===== src/rtl/multicycle_control.sv =====
// Multicycle MIPS control FSM: steps the shared datapath through fetch,
// decode, execute, memory and write-back, and stalls on mem_ready.
//
// state  | meaning
// -------+-----------------------------------------------------------
// FETCH  | read instr at PC, PC+4 into PC, load IR on mem_ready
// DECODE | read regs into A/B, branch target into ALUOut
// MEMADR | effective address A + imm into ALUOut
// MEMRD  | load data read at ALUOut, waits on mem_ready
// MEMWB  | MDR written to rt
// MEMWR  | store B at ALUOut, waits on mem_ready
// REXEC  | A funct B
// RWB    | ALUOut written to rd
// BRANCH | A - B, PC <= ALUOut when zero
// JUMP   | PC <= jump target
// IEXEC  | A + imm
// IWB    | ALUOut written to rt
// TRAP   | unsupported opcode, parked until reset
module multicycle_control #(
  parameter int CNT_W = 16
) (
  input  logic             clock,
  input  logic             reset,
  input  logic [5:0]       opcode,
  input  logic             mem_ready,
  output logic             pc_write,
  output logic             pc_write_cond,
  output logic             i_or_d,
  output logic             mem_read,
  output logic             mem_write,
  output logic             ir_write,
  output logic             mem_to_reg,
  output logic             reg_dst,
  output logic             reg_write,
  output logic             alu_src_a,
  output logic [1:0]       alu_src_b,
  output logic [1:0]       alu_op,
  output logic [1:0]       pc_source,
  output logic [3:0]       state,
  output logic             instr_done,
  output logic             illegal,
  output logic [CNT_W-1:0] instr_count
);

  typedef enum logic [3:0] {
    S_FETCH  = 4'd0,
    S_DECODE = 4'd1,
    S_MEMADR = 4'd2,
    S_MEMRD  = 4'd3,
    S_MEMWB  = 4'd4,
    S_MEMWR  = 4'd5,
    S_REXEC  = 4'd6,
    S_RWB    = 4'd7,
    S_BRANCH = 4'd8,
    S_JUMP   = 4'd9,
    S_IEXEC  = 4'd10,
    S_IWB    = 4'd11,
    S_TRAP   = 4'd12
  } state_e;

  localparam logic [5:0] OP_R    = 6'b000000;
  localparam logic [5:0] OP_LW   = 6'b100011;
  localparam logic [5:0] OP_SW   = 6'b101011;
  localparam logic [5:0] OP_BEQ  = 6'b000100;
  localparam logic [5:0] OP_J    = 6'b000010;
  localparam logic [5:0] OP_ADDI = 6'b001000;

  state_e           state_q, state_d;
  logic [CNT_W-1:0] instr_count_q, instr_count_d;
  logic             illegal_q, illegal_d;

  // State, retired counter and sticky illegal flag registers
  always_ff @(posedge clock) begin
    if (reset) begin
      state_q       <= S_FETCH;
      instr_count_q <= '0;
      illegal_q     <= 1'b0;
    end else begin
      state_q       <= state_d;
      instr_count_q <= instr_count_d;
      illegal_q     <= illegal_d;
    end
  end

  // Next-state decode; opcode is only looked at while the IR is stable
  always_comb begin
    state_d = state_q;
    case (state_q)
      S_FETCH:  if (mem_ready) state_d = S_DECODE;
      S_DECODE: begin
        case (opcode)
          OP_LW, OP_SW: state_d = S_MEMADR;
          OP_R:         state_d = S_REXEC;
          OP_BEQ:       state_d = S_BRANCH;
          OP_J:         state_d = S_JUMP;
          OP_ADDI:      state_d = S_IEXEC;
          default:      state_d = S_TRAP;
        endcase
      end
      S_MEMADR: state_d = (opcode == OP_SW) ? S_MEMWR : S_MEMRD;
      S_MEMRD:  if (mem_ready) state_d = S_MEMWB;
      S_MEMWB:  state_d = S_FETCH;
      S_MEMWR:  if (mem_ready) state_d = S_FETCH;
      S_REXEC:  state_d = S_RWB;
      S_RWB:    state_d = S_FETCH;
      S_BRANCH: state_d = S_FETCH;
      S_JUMP:   state_d = S_FETCH;
      S_IEXEC:  state_d = S_IWB;
      S_IWB:    state_d = S_FETCH;
      S_TRAP:   state_d = S_TRAP;
      default:  state_d = S_FETCH;
    endcase
  end

  // Datapath controls per state; reset forces every enable and select low
  always_comb begin
    pc_write      = 1'b0;
    pc_write_cond = 1'b0;
    i_or_d        = 1'b0;
    mem_read      = 1'b0;
    mem_write     = 1'b0;
    ir_write      = 1'b0;
    mem_to_reg    = 1'b0;
    reg_dst       = 1'b0;
    reg_write     = 1'b0;
    alu_src_a     = 1'b0;
    alu_src_b     = 2'b00;
    alu_op        = 2'b00;
    pc_source     = 2'b00;
    instr_done    = 1'b0;
    case (state_q)
      S_FETCH: begin
        mem_read  = 1'b1;
        alu_src_b = 2'b01;
        // PC and IR load only on the ready cycle so a stall cannot
        // advance the PC twice
        pc_write  = mem_ready;
        ir_write  = mem_ready;
      end
      S_DECODE: alu_src_b = 2'b11;
      S_MEMADR: begin
        alu_src_a = 1'b1;
        alu_src_b = 2'b10;
      end
      S_MEMRD: begin
        mem_read = 1'b1;
        i_or_d   = 1'b1;
      end
      S_MEMWB: begin
        reg_write  = 1'b1;
        mem_to_reg = 1'b1;
        instr_done = 1'b1;
      end
      S_MEMWR: begin
        mem_write  = 1'b1;
        i_or_d     = 1'b1;
        instr_done = mem_ready;
      end
      S_REXEC: begin
        alu_src_a = 1'b1;
        alu_op    = 2'b10;
      end
      S_RWB: begin
        reg_write  = 1'b1;
        reg_dst    = 1'b1;
        instr_done = 1'b1;
      end
      S_BRANCH: begin
        alu_src_a     = 1'b1;
        alu_op        = 2'b01;
        pc_write_cond = 1'b1;
        pc_source     = 2'b01;
        instr_done    = 1'b1;
      end
      S_JUMP: begin
        pc_write   = 1'b1;
        pc_source  = 2'b10;
        instr_done = 1'b1;
      end
      S_IEXEC: begin
        alu_src_a = 1'b1;
        alu_src_b = 2'b10;
      end
      S_IWB: begin
        reg_write  = 1'b1;
        instr_done = 1'b1;
      end
      default: ;
    endcase
    if (reset) begin
      pc_write      = 1'b0;
      pc_write_cond = 1'b0;
      i_or_d        = 1'b0;
      mem_read      = 1'b0;
      mem_write     = 1'b0;
      ir_write      = 1'b0;
      mem_to_reg    = 1'b0;
      reg_dst       = 1'b0;
      reg_write     = 1'b0;
      alu_src_a     = 1'b0;
      alu_src_b     = 2'b00;
      alu_op        = 2'b00;
      pc_source     = 2'b00;
      instr_done    = 1'b0;
    end
  end

  // Retire counter wraps naturally; illegal sets on entry to TRAP
  always_comb begin
    instr_count_d = instr_count_q + CNT_W'(instr_done);
    illegal_d     = illegal_q | (state_d == S_TRAP);
  end

  assign state       = state_q;
  assign illegal     = illegal_q;
  assign instr_count = instr_count_q;

endmodule


===== config.mk =====
export PLATFORM = sky130hd
export DESIGN_NAME = multicycle_control
export DESIGN_NICKNAME = d
export VERILOG_FILES = /design/src/rtl/multicycle_control.sv
export SDC_FILE = /design/constraint.sdc
export NUM_CORES = 1
export LEC_CHECK = 0
export ABC_CLOCK_PERIOD_IN_PS = 6000
export CELL_PAD_IN_SITES_DETAIL_PLACEMENT = 1
export CELL_PAD_IN_SITES_GLOBAL_PLACEMENT = 1
export CORE_ASPECT_RATIO = 1.5
export CORE_MARGIN = 2
export CORE_UTILIZATION = 34
export CTS_CLUSTER_DIAMETER = 60
export DETAILED_ROUTE_END_ITERATION = 7
export PLACE_DENSITY = 0.89
export SETUP_SLACK_MARGIN = 0.2
export SYNTH_ARGS = -nofsm -noshare
export SYNTH_HDL_FRONTEND = slang
export SYNTH_SLANG_ARGS = --single-unit

===== constraint.sdc =====
create_clock -name clock -period 6 [get_ports clock]
set_clock_uncertainty 0.1 [all_clocks]
set_input_delay 0.6 -clock clock [delete_from_list [all_inputs] [get_ports clock]]
set_output_delay 0.6 -clock clock [all_outputs]
set_load 0.05 [all_outputs]

# Yosys cells after proc, flatten, opt, wreduce, memory -nomap -nowiden
# Cells that the tools add are included.
# Widths: inputs -> output; s select.
[totals]
out_inout_bits = 38
wordCells = 66
reg_bits = 21
input_bits = 9
[op_classes]
muxes = 34
n_reduce_logical = 9
addsub = 1
n_eq_ne = 18
bitwise_logic = 1
[op_table]
columns = ["op", "n"]
rows = [
  ["$pmux 4 s8", 1],
  ["$eq 4x4->1 const B", 6],
  ["$mux 1", 20],
  ["$pmux 4 s5", 1],
  ["$add 16x1->16", 1],
  ["$eq 4x3->1 const B", 4],
  ["$eq 6x6->1 const B", 2],
  ["$mux 4", 3],
  ["$eq 4x2->1 const B", 2],
  ["$pmux 2 s2", 2],
  ["$reduce_or 2->1", 4],
  ["$eq 6x2->1 const B", 1],
  ["$eq 6x3->1 const B", 1],
  ["$eq 6x4->1 const B", 1],
  ["$logic_not 6->1", 1],
  ["$mux 2", 3],
  ["$pmux 2 s3", 1],
  ["$reduce_or 5->1", 1],
  ["$eq 4x1->1 const B", 1],
  ["$logic_not 4->1", 1],
  ["$pmux 1 s2", 2],
  ["$reduce_or 4->1", 1],
  ["$mux 3", 1],
  ["$reduce_or 3->1", 1],
  ["$or 1x1->1", 1],
]

# Longest topological paths before layout
# Gate-level depths: netlist (run 1).
[logic_depth]
depth_word = 6
mapped_depth = 11
mapped_depth_nobuf = 11

# Worst setup path after synthesis (run 1)
# No wires, ideal clock.
[synth_path]
path_type = "reg-to-reg"
start = "register state_q[1] (netlist: state[1])"
end = "register instr_count_q[14] (netlist: instr_count[14])"
t_required_ps = 5771
path_stages_with_launch = 12
setup_ps = 129
arrival_time_ps = 5153
synth_period_minus_slack_ps = 5382
n_path_buf = 0
path_slack_ps = 618
path_cell_list = "dfxtp_1 > inv_1 > nand2_1 > o21bai_1 > a2111oi_0 > ha_1 > ha_1 > inv_1 > nor4_2 > nand3_1 > xor2_1 > nor2_1"
[synth_via]
elab_chain_cells = 5
word_cells_on_any_way = 10
classes_between = "1 x add/sub; 6 x eq/ne; 2 x mux; 1 x reduce/logical"
[synth_lines]
columns = ["element", "line", "source"]
rows = [
  ["from (decl)", "68", "state_e state_q, state_d;"],
  ["from (signal assigned)", "79", "state_q <= state_d;"],
  ["$eq 4x4->1 or $eq 4x3->1 (tied branches)", "131", "case (state_q)"],
  ["$reduce_or 5->1 (no source line)", "--", ""],
  ["$pmux 1 s2 (*)", "131", ""],
  ["$mux 1 (*)", "190", "if (reset) begin"],
  ["via instr_done", "40", "output logic instr_done,"],
  ["$add 16x1->16 (*)", "210", "instr_count_d = instr_count_q + CNT_W'(instr_done);"],
  ["to (signal assigned)", "80", "instr_count_q <= instr_count_d;"],
  ["to (decl)", "69", "logic [CNT_W-1:0] instr_count_q, instr_count_d;"],
]
# Mark *: on every way through the listed nets, which the timed path passes. The rest lies on a longest branch.
# A chain may end at the register's enable or synchronous reset.

# Worst setup path in the final report (run 1)
[layout_path]
start = "input reset"
end = "output instr_done"
[layout_via]
elab_chain_cells = 1
[layout_lines]
columns = ["element", "line", "source"]
rows = [
  ["from (decl)", "23", "input logic reset,"],
  ["$mux 1", "190", ""],
  ["to (decl)", "40", ""],
]
# No other way between the ends.

==> impl_metrics.py, run 1 <==
metrics = {
    "sta": {
        "drv_slew": 0,
        "tns_ns": 0,
        "worstMarginPinSlew_ns": 0.915,
        "setup_viol": 0,
        "relSlewSlack": 0.388,
        "period_share": 0.657,
        "hold_viol_final": 0,
        "rsz0062_at_grt": "false",
        "fmax_mhz": 253,
        "post-route-min-period_ns": 3.94,
        "fin_ws_ns": 2.06,
    },
    "setup_path": {
        "reg2reg_from": "state[1]",
        "cp-end-kind": "primary output",
        "reg2reg_slack_ns": 2.61,
        "cp-start-kind": "input port",
        "timing.rr.end": "instr_count[14]",
        "path_class": "input port to primary output",
        "r2r_cells": 11,
        "worstSetupEndpoint": "instr_done",
        "cp.required_ns": 5.30,
        "crit_fanout": 26,
        "cp-startpoint": "reset",
        "cp.arrival_ns": 3.24,
    },
    "logic_synthesis": {
        "synth_edf_count": 0,
        "synthArstFlopShare": 0,
        "syn-mean-instance-area_um2": 7.78,
        "syn_area_mm2": 0.00131,
        "syn_inst": 168,
        "synthesis.nets": 179,
        "yosys_warnings": 0,
        "synth_cell_types": 41,
        "ys_seq_area_frac": 0.322,
        "synthFlopType": "dfxtp_1",
        "ys_seq_elements": 21,
    },
    "floorplanning": {
        "initial_core_util": 0.355,
        "die_x_um": 54.6,
        "die_y_um": 79.9,
        "core_mm2": 0.00368,
        "row_count": 27,
        "ioPinCount": 47,
        "die-area_mm2": 0.00436,
    },
    "power_and_ir_drop": {
        "power_w": 0.000379,
        "p_comb_frac": 0.332,
        "clock_power_share": 0.252,
        "p_int_w": 0.000235,
        "p_per_area_mw_per_mm2": 210,
        "sw_frac_of_total": 0.379,
        "p_leak_nw": 0.652,
        "switchingPower_w": 0.000144,
        "ir_drop_mv": 0.123,
        "sequentialPowerShare": 0.416,
    },
    "routing": {
        "drt_iter0_drc": 20,
        "ant_nets": 0,
        "first_pass_iters": 4,
        "wl_mm": 3.68,
        "wl_per_cell_um": 14.7,
        "drc": 0,
        "vias": 1332,
        "vias_per_cell": 5.31,
    },
    "cells_and_area": {
        "area_delta_synth_final_pct": 38.4,
        "seq_area_um2": 420,
        "nets": 220,
        "multi_input_area_um2": 810,
        "fillers": 457,
        "drive_above_1_share": 0.0625,
        "antennaDiodeCount": 0,
        "final_util": 0.491,
        "fin_cells": 251,
    },
    "clocking": {
        "cts.reportedPaths.clkPinSlew_ns": 0.08,
        "cts_made_buffers": 3,
        "clock_latency_ns": 0.27,
        "cts.sinks": 21,
        "cts-root-buf": "clkbuf_8",
        "clockBufferDepth": 2,
        "post_cts_buffers": 0,
        "cts_max_level": 1,
        "cts_tree": "built",
        "cts_hold_buffers": 0,
        "cts_resized": 0,
    },
    "place": {
        "gp_congestion": 0.822,
        "port_buffers": 46,
        "place_ws_ns": 2.01,
        "dp_cells": 247,
        "dpl.hpwl_mm": 2.76,
    },
    "global_route": {
        "grt_max_degree": 27,
        "first_global_vias": 1348,
        "grtUsageTotal": 0.180,
        "antenna_found_initial": 0,
        "grt_pass1_wl_mm": 6.00,
        "gr-total-overflow": 0,
    },
    "min_path": {
        "min_path_type": "flip-flop to flip-flop",
        "min_from": "illegal",
    },
    "job": {
        "drv_cap": 0,
    },
    "status": {
        "outcome": "finished clean",
    },
}
## per-layer routing
metal | up-vias | track usage | routed length, µm
li1 | 664 | - | -
met1 | 627 | 0.212 | 1490
met2 | 33 | 0.311 | 2020
met3 | 8 | 0.0262 | 92
met4 | 0 | 0.0700 | 83
met5 | - | 0 | 0
## power groups by stage
| stage | registers (W) | logic [W] | clock network [W] |
|---|---|---|---|
| floorplan | 0.000165 | 0.0000838 | 0 |
| global placement | 0.000161 | 0.000124 | 0 |
| detailed placement | 0.000161 | 0.000126 | 0 |
| CTS | 0.000158 | 0.000127 | 0.0000971 |
| global route | 0.000160 | 0.000134 | 0.000101 |
| finish | 0.000158 | 0.000126 | 0.0000954 |
## cells by family (layout without fill, tap and decap cells)
kind of cell | count (synthesis) | count (layout) | synth area share
multiplexers | 2 | 2 | 0.0153
AO/OA/AOI/OAI | 20 | 20 | 0.123
buffers and inverters | 15 | 55 | 0.0584
XOR/XNOR | 17 | 17 | 0.114
flip-flops | 21 | 21 | 0.322
AND/OR/NAND/NOR | 91 | 91 | 0.349
adder cells (fa/ha/maj) | 2 | 2 | 0.0192
## registers in the layout (all words and copies together) (netlist names)
register     cells
instr_count     16
state            4
illegal          1
## critical path: stages
cell and delay (ns):
clkdlybuf4s50_1 0.88, a2111oi_0 0.82, clkdlybuf4s50_1 0.94
## per-stage QoR
step	hold WS [ns]	cell area, µm²
after floorplan	0.614	1310
after global placement	0.378	1760
after detailed placement	0.395	1760
after CTS	0.413	1810
after global routing	0.434	1810
final	0.405	1810
## worst min path at each step
stage,endpoint,slack (ns),depth (start not counted)
after floorplan,illegal,0.61,2
after global placement,illegal,0.38,2
after detailed placement,illegal,0.40,2
after CTS,illegal,0.41,2
after global routing,illegal,0.43,2
final,illegal,0.41,2
## area by class of cell
class                           instances  share of cell area
Multi-Input combinational cell        132               0.448
Timing Repair Buffer                   46               0.255
Sequential cell                        21               0.233
Tap cell                               43              0.0298
Clock buffer                            4              0.0249
Inverter                                5              0.0104
## Yosys cell counts, types with 3 or more instances
cell type	instances	area share
nor2_1	34	0.098
dfxtp_1	21	0.32
nand2_1	15	0.043
xor2_1	12	0.080
nand3_1	11	0.042
nor3_1	9	0.034
inv_1	5	0.014
xnor2_1	5	0.034
buf_2	4	0.015
clkbuf_1	3	0.0086
nor2b_1	3	0.014
o21bai_1	3	0.017
or2_2	3	0.014
## placed cells by master, fill, tap and decap left out, types with 3 or more instances in the layout
| master | n |
|---|---|
| xnor2_1 | 5 |
| nor2b_1 | 3 |
| nor2_1 | 34 |
| nor3_1 | 9 |
| xor2_1 | 12 |
| or2_2 | 3 |
| clkbuf_8 | 3 |
| o21bai_1 | 3 |
| nand2_1 | 15 |
| dfxtp_1 | 21 |
| clkdlybuf4s50_1 | 46 |
| inv_1 | 5 |
| nand3_1 | 11 |
(Power assumes the default switching activity.)
==> inputs of run 2 (changes only) <==
ABC_CLOCK_PERIOD_IN_PS = 3350   (was 6000)
CORE_UTILIZATION = 28   (was 34)
PLACE_DENSITY = 0.79   (was 0.89)
clock period = 3.35 ns   (was 6 ns; I/O delays follow)
==> run 2 against run 1 <==
Compared with the run above: die area up 20%; worst hold slack got worse by 0.0026 ns; global-route usage decreased by 2.5 points; via count up 1.7%; critical path type unchanged; flip-flop and latch count unchanged; non-clock buffer count up 5; combinational power is 95% higher; cell count increased by 4.0%.
==> impl_metrics.py, run 2 (synthesis gave the netlist of run 1 again) <==
metrics = {
    "status": {
        "outcome": "finished clean",
    },
    "job": {
        "drv_cap": 0,
    },
    "clocking": {
        "cts.reportedPaths.clkPinSlew_ns": 0.07,
        "post_cts_buffers": 0,
        "cts.sinks": 21,
        "cts_resized": 0,
        "cts_tree": "built",
        "cts_made_buffers": 3,
        "clockBufferDepth": 2,
        "cts_hold_buffers": 0,
        "cts_max_level": 1,
        "cts-root-buf": "clkbuf_8",
        "clock_latency_ns": 0.26,
    },
    "setup_path": {
        "cp-end-kind": "primary output",
        "r2r_cells": 9,
        "reg2reg_from": "state[3]",
        "critPathSlowestCell": "clkdlybuf4s50_1",
        "cp_top_family": "buffers and inverters",
        "cp.arrival_ns": 2.18,
        "timing.rr.end": "instr_count[14]",
        "cp_num_buf_inv": 2,
        "reg2reg_slack_ns": 0.84,
        "crit_chain": "clkdlybuf4s50_1 -> nor3_1 -> clkdlybuf4s50_1",
        "cp-start-kind": "input port",
        "worstSetupEndpoint": "ir_write",
        "path_common_cell": "clkdlybuf4s50_1",
        "crit_fanout": 11,
        "critPathMaxStageDelay_ns": 0.86,
        "path_class": "input port to primary output",
        "cp-startpoint": "reset",
        "cp.required_ns": 2.91,
        "critical_path_depth": 3,
    },
    "routing": {
        "vias_per_cell": 5.19,
        "drt_iter0_drc": 32,
        "wl_per_cell_um": 14.1,
        "vias": 1354,
        "drc": 0,
        "first_pass_iters": 4,
        "ant_nets": 0,
        "wl_mm": 3.69,
    },
    "cells_and_area": {
        "layout_common_cells": "nor2_1, clkdlybuf4s50_1, dfxtp_1, buf_4, nand2_1",
        "final_cell_area_mm2": 0.00184,
        "largest_register_ffs": 16,
        "antennaDiodeCount": 0,
        "area_delta_synth_final_pct": 41.1,
        "fillers": 556,
        "multi_input_area_um2": 828,
        "nets": 225,
        "drive_above_1_share": 0.155,
        "seq_area_um2": 423,
    },
    "global_route": {
        "use_met1": 0.182,
        "antenna_found_initial": 0,
        "use_met3": 0.0281,
        "gr-total-overflow": 0,
        "busiest_layer": "met2",
        "grtUsageTotal": 0.155,
        "grt_util_met2": 0.254,
        "grt_max_degree": 18,
        "grt_pass1_wl_mm": 6.31,
        "first_global_vias": 1385,
    },
    "sta": {
        "hold_viol_final": 0,
        "tns_ns": 0,
        "fmax_mhz": 382,
        "post-route-min-period_ns": 2.62,
        "drv_slew": 0,
        "holdWs_ns": 0.403,
        "worstMarginPinSlew_ns": 0.520,
        "rsz0062_at_grt": "false",
        "setup_viol": 0,
        "period_share": 0.781,
        "relSlewSlack": 0.652,
    },
    "power_and_ir_drop": {
        "sw_frac_of_total": 0.380,
        "ir_drop_mv": 0.163,
        "switchingPower_w": 0.000261,
        "clock_power_share": 0.245,
        "p_per_area_mw_per_mm2": 373,
        "power_w": 0.000688,
        "p_leak_nw": 0.704,
        "p_int_w": 0.000426,
        "p_comb_frac": 0.357,
        "sequentialPowerShare": 0.398,
    },
    "min_path": {
        "min_from": "illegal",
        "min_path_type": "flip-flop to flip-flop",
    },
    "floorplanning": {
        "row_count": 30,
        "die-area_mm2": 0.00524,
        "die_y_um": 87.7,
        "core_mm2": 0.00450,
        "die_x_um": 59.8,
        "initial_core_util": 0.290,
        "ioPinCount": 47,
    },
    "place": {
        "gp_congestion": 0.834,
        "dpl.hpwl_mm": 2.85,
        "place_area_mm2": 0.00180,
        "port_buffers": 46,
    },
}
-- run 2: cell type report --
cell class | instances | area share
Clock buffer | 4 | 0.0244
Tap cell | 48 | 0.0326
Timing Repair Buffer | 51 | 0.254
Multi-Input combinational cell | 132 | 0.449
Inverter | 5 | 0.0102
Sequential cell | 21 | 0.229
-- run 2: worst register-to-register path: cells and delay by family (launching register included) --
kind	cells	cell delay (ns)
and+or+nand+nor	4	0.72
DFF	1	0.51
adders and majority gates	2	0.47
AOI/OAI and AO/OA	1	0.38
xor gates and xnor gates	1	0.16
buffers and inverters	1	0.07
-- run 2: worst min-delay path by stage --
stage / slack [ns] / to / cells past startpoint
3_5_place_dp: 0.40 / illegal / 2
4_1_cts: 0.42 / illegal / 2
6_report: 0.40 / illegal / 2
2_1_floorplan: 0.49 / state[1] / 3
5_1_grt: 0.46 / illegal / 2
3_3_place_gp: 0.38 / illegal / 2
-- run 2: metrics by stage --
step	setup slack [ns]	std cells	utilization
detailed placement	0.465	257	0.399
floorplan	0.221	168	-
CTS	0.704	261	0.409
global placement	0.580	257	0.399
global route	0.532	261	0.409
finish	0.734	261	0.409
-- run 2: per-layer routing --
layer  wire length, µm  part of all wire  vias up
met4               127             0.034        0
li1                  -                 -      668
met2              1940              0.53       36
met5                 0                 0        -
met1              1500              0.41      639
met3               126             0.034       11
-- run 2: power groups by stage --
stage	sequential, W	clock [W]	combinational, W
CTS	0.000274	0.000174	0.000247
global route	0.000277	0.000190	0.000262
floorplan	0.000296	0	0.000157
global placement	0.000280	0	0.000244
finish	0.000274	0.000168	0.000246
detailed placement	0.000280	0	0.000246
==> edit 1, RTL diff (flow settings as in run 2) <==
Make the reset (`reset`) asynchronous in one clocked block.
--- a/src/rtl/multicycle_control.sv
+++ b/src/rtl/multicycle_control.sv
@@ -70,7 +70,7 @@
   logic             illegal_q, illegal_d;
 
   // State, retired counter and sticky illegal flag registers
-  always_ff @(posedge clock) begin
+  always_ff @(posedge clock or posedge reset) begin
     if (reset) begin
       state_q       <= S_FETCH;
       instr_count_q <= '0;
Behaviour: differs if reset is asserted again (counterexample within 4 cycles, from zero or initial values and one cycle with reset high); with reset held inactive, the same outputs for 10 cycles.
==> edit 1 against run 2 <==
Critical path depth is 1 higher. Synthesized area is 0.86% lower. Register-to-register slack worse by 0.12 ns. Synthesized cell count is 15% lower. Worst setup slack worse by 0.31 ns. Non-clock buffer count is 1 lower. Wire length is 1.1% lower. Sequential cell count stayed put. Count of clock-buffer cells in the layout stayed put. Via count is 6.7% lower. Final area is 4.3% higher.
Power is not compared: it rests on default switching activity, and its combinational part moved more than twofold at a synthesized area within 25%.
==> edit 1: results (changes against run 2) <==
- Met3 track utilization from global routing: 2.53% (-0.28 points)
- Share of the synthesized area in compound gates (AO/OA/AOI/OAI): 11.0% (-1.2 points)
- Share of flip-flops with an asynchronous set or reset: 100% (+100 points)
- WL met2: 1990 um (+2.4%)
- Routed length per instance: 15.3 um (+8.4%)
- Met1 wire length: 1420 um (-5.5%)
- Setup slack, reg-to-reg: 0.72 ns (-0.12 ns)
- Seq/Total Area, Yosys: 40.6% (+8.4 points)
- Layout multi-input combinational cell count: 110 (-17%)
- Area fraction of clock buffers and clock inverters: 2.34% (-0.10 points)
- Share of post-route cells with drive strength above 1: 8.95% (-6.5 points)
- Net count of the finished layout: 202 (-10%)
- Placed instance area: 0.00188 mm^2 (+4.4%)
- Synth top area cells: sky130_fd_sc_hd__dfrtp_1 41%, sky130_fd_sc_hd__xnor2_1 8.1%, sky130_fd_sc_hd__nand3_1 4.6%
- Number of distinct library cells after synthesis: 38 (-7.3%)
- Number of DRC violations after detailed-routing iteration 0: 22 (-31%)
- Parity-gate share of the synthesized area counting xor and xnor cells: 11.5% (+0.099 points)
- Final core utilization: 42.7% (+1.8 points)
- Worst Max-Slew Pin Slew: 0.516 ns (-0.00433 ns)
- Mapped Avg Cell Area: 9.06 um^2 (+16%)
- Routed length on met3: 189 um (+50%)
- Multiplexer fraction of the synthesized cell area: 0% (-1.5 points)
- Final WS setup: 0.428 ns (-0.307 ns)
- CP Capture Point: instr_done
- First-pass GRT wire length: 6110 um (-3.1%)
- Met1 global-route usage: 16.1% (-2.1 points)
- Most frequent cells after synthesis: 21 x sky130_fd_sc_hd__dfrtp_1, 14 x sky130_fd_sc_hd__nor2_1, 12 x sky130_fd_sc_hd__nand3_1, 12 x sky130_fd_sc_hd__xnor2_1
- DP HPWL: 2900 um (+1.7%)
- Result of the run: completed
- Setup slack after placement: 0.555 ns (+0.0900 ns)
- Avg Vias per Cell: 5.31 (+2.3%)
- Proportion of cell area occupied by registers: 27.4% (+4.5 points)
- Total Routing Usage GR: 14.9% (-0.61 points)
- Global placement routability congestion: 0.826 (-1.0%)
- Total nets after synthesis: 154 (-14%)
- Combined area of the multi-input logic cells: 741 um^2 (-11%)
- Register-to-Register Path Depth: 8 (-1)
edit 1: changes by cell type in the layout (fill, tap and decap cells not counted), moves of 4 or more:
cell,before,now
sky130_fd_sc_hd__and3_1,2,7
sky130_fd_sc_hd__buf_12,0,4
sky130_fd_sc_hd__buf_4,17,4
sky130_fd_sc_hd__clkdlybuf4s50_1,34,42
sky130_fd_sc_hd__dfrtp_1,0,20
sky130_fd_sc_hd__dfxtp_1,19,0
sky130_fd_sc_hd__nand2_1,15,7
sky130_fd_sc_hd__nor2_1,34,14
sky130_fd_sc_hd__xnor2_1,5,12
sky130_fd_sc_hd__xor2_1,12,5
edit 1: worst min-delay path by stage:
stage | from | to | slack [ns] | cells after the start
floorplan | opcode[5] | state[1] | 0.44 | 3
global placement | instr_count[15] | instr_count[15] | 0.37 | 1
detailed placement | instr_count[15] | instr_count[15] | 0.37 | 1
CTS | instr_count[15] | instr_count[15] | 0.39 | 1
global route | instr_count[15] | instr_count[15] | 0.41 | 1
finish | instr_count[15] | instr_count[15] | 0.38 | 1
==> edit 2, RTL diff (settings of run 2) <==
Made on the original files. `CNT_W`: 16 -> 12.
--- a/src/rtl/multicycle_control.sv
+++ b/src/rtl/multicycle_control.sv
@@ -17,7 +17,7 @@
 // IWB    | ALUOut written to rt
 // TRAP   | unsupported opcode, parked until reset
 module multicycle_control #(
-  parameter int CNT_W = 16
+  parameter int CNT_W = 12
 ) (
   input  logic             clock,
   input  logic             reset,
Ports: changed (resized instr_count); port bits go from 47 to 43. The function was not compared with the original's and may differ.
==> edit 2 against run 2 <==
Clock power shrank 9%. Worst setup slack lost 0.35 ns. Global-route usage grew 2.6 points. Wire length shrank 4.2%. First-iteration DRC count shrank 63%. Sequential cell count shrank 4. Final area shrank 13%. Sequential share of layout area shrank 1.8 points. Die area shrank 15%. Maximum frequency shrank 12%. Total power shrank 15%. Synthesized area shrank 16%.
==> edit 2: results (changes against run 2) <==
- Net count of the finished layout: 196 (-13%)
- Share of flip-flops with an asynchronous set or reset: 0% (unchanged)
- Total nets after synthesis: 155 (-13%)
- Most frequent cells after synthesis: 21 x sky130_fd_sc_hd__nor2_1, 17 x sky130_fd_sc_hd__dfxtp_1, 10 x sky130_fd_sc_hd__nand3_1
- Clock latency of the later-clocked register in the worst-skew pair: 0.25 ns
- Leakage power of the design: 0.575 nW (-18%)
- DP HPWL: 2820 um (-1.2%)
- Result of the run: completed
- Mapped Avg Cell Area: 7.64 um^2 (-1.8%)
- Number of clock buffers inserted by TritonCTS: 3 (unchanged)
- Number of resized instances in the post-cts repair step: 0 (unchanged)
- Clock tree root driver cell: sky130_fd_sc_hd__clkbuf_8
- Synth warnings: 0 (unchanged)
- Largest register FFs: 12 (-4)
- Share of the synthesized area in compound gates (AO/OA/AOI/OAI): 15.0% (+2.8 points)
- Hold crit path type: flop to flop
- Post-synthesis adder-cell area fraction: 2.28% (+0.36 points)
- H-tree levels: 1 (unchanged)
- Wirelength, routed: 3540 um (-4.2%)
- Parity-gate share of the synthesized area counting xor and xnor cells: 9.56% (-1.8 points)
- Multiplexer fraction of the synthesized cell area: 0% (-1.5 points)
- Share of post-route cells with drive strength above 1: 7.61% (-7.9 points)
- Largest net degree at the start of global routing: 22 (+4)
- Setup TNS: 0 ns (unchanged)
- Routed vias: 1204 (-11%)
- Final Max Tran Viols: 0 (unchanged)
- Number of distinct library cells after synthesis: 38 (-7.3%)
- VDD IR max: 0.218 mV (+34%)
- Number of iterations in the first detailed-routing pass: 4 (unchanged)
- Number of DRC violations after detailed-routing iteration 0: 12 (-63%)
- Synth top area cells: sky130_fd_sc_hd__dfxtp_1 31%, sky130_fd_sc_hd__nor2_1 7.2%, sky130_fd_sc_hd__xor2_1 7.2%
- Postcts setup bufs: 0 (unchanged)
- Antenna violations before repair: 0 (unchanged)
- Port-buffer cells: 42 (-8.7%)
- Seq/Total Area, Yosys: 30.9% (-1.2 points)
- Clock-pin slew reported for the worst setup and hold paths after clock tree synthesis: 0.06 ns
- Avg Vias per Cell: 5.30 (+2.2%)
- Dominant register cell in the synthesized netlist: sky130_fd_sc_hd__dfxtp_1
- Clock Path Buffers: 2 (unchanged)
- Worst Max-Slew Pin Slew: 0.758 ns (+0.238 ns)
- First-pass GRT wire length: 5950 um (-5.7%)
- Highest net fanout along the worst path: 17 (+6)
- Total Routing Usage GR: 18.1% (+2.6 points)
- Global placement routability congestion: 0.834 (about the same)
- Critical path data arrival time: 2.53 ns (+0.35 ns)
- Diode count: 0 (unchanged)
- Count of placed standard cells including taps: 223 (-13%)
-- edit 2: path summary, 6_finish.rpt --
check            from              end  slack (ns)  depth (start not counted)
min           illegal          illegal        0.38                          1
max reg2reg  state[2]  instr_count[10]        0.63                          9
max          state[3]         pc_write        0.39                          4
min reg2reg   illegal          illegal        0.38                          1
-- edit 2: worst max-delay path, cell delays in order (launching register included) --
cell                              delay, ns
sky130_fd_sc_hd__dfxtp_1               0.67
sky130_fd_sc_hd__inv_1                 0.26
sky130_fd_sc_hd__nor4_2                0.37
sky130_fd_sc_hd__or2_2                 0.17
sky130_fd_sc_hd__clkdlybuf4s50_1       0.79
-- edit 2: report_power, final --
group	switching [mW]	leakage, nW	internal [mW]
registers	0.0209	0.137	0.209
logic	0.128	0.415	0.0738
clock network	0.0687	0.0228	0.0845
-- edit 2: metal layers --
layer  global-route usage (%)  up-vias  routed length, um  part of all wire, %
li1                         -      590                  -                    -
met1                     19.4      579               1300                   37
met2                     33.3       28               2040                   58
met3                     2.76        7                123                  3.5
met4                     7.56        0                 72                  2.0
met5                        0        -                  0                    0
-- edit 2: cells by family (layout without fill, tap and decap cells) --
logic type,Yosys count,count (layout)
fa+ha+maj,2,2
xor+xnor,12,12
buf+inv,11,51
flops,17,17
simple gates,76,76
compound gates,26,26
-- edit 2: per-stage QoR --
step / setup WS (ns) / power [mW] / instance area, um^2
2_1_floorplan: 0.0582 / 0.368 / 1120
3_3_place_gp: 0.646 / 0.432 / 1570
3_5_place_dp: 0.610 / 0.437 / 1570
4_1_cts: 0.380 / 0.590 / 1610
6_report: 0.389 / 0.585 / 1610
5_1_grt: 0.218 / 0.615 / 1610
-- edit 2: area by class of cell --
cell class                      count  area (um^2)
Multi-Input combinational cell    116          726
Timing Repair Buffer               44          435
Clock buffer                        4         45.0
Fill cell                         451         2100
Inverter                            3         11.3
Tap cell                           43         53.8
Sequential cell                    17          340
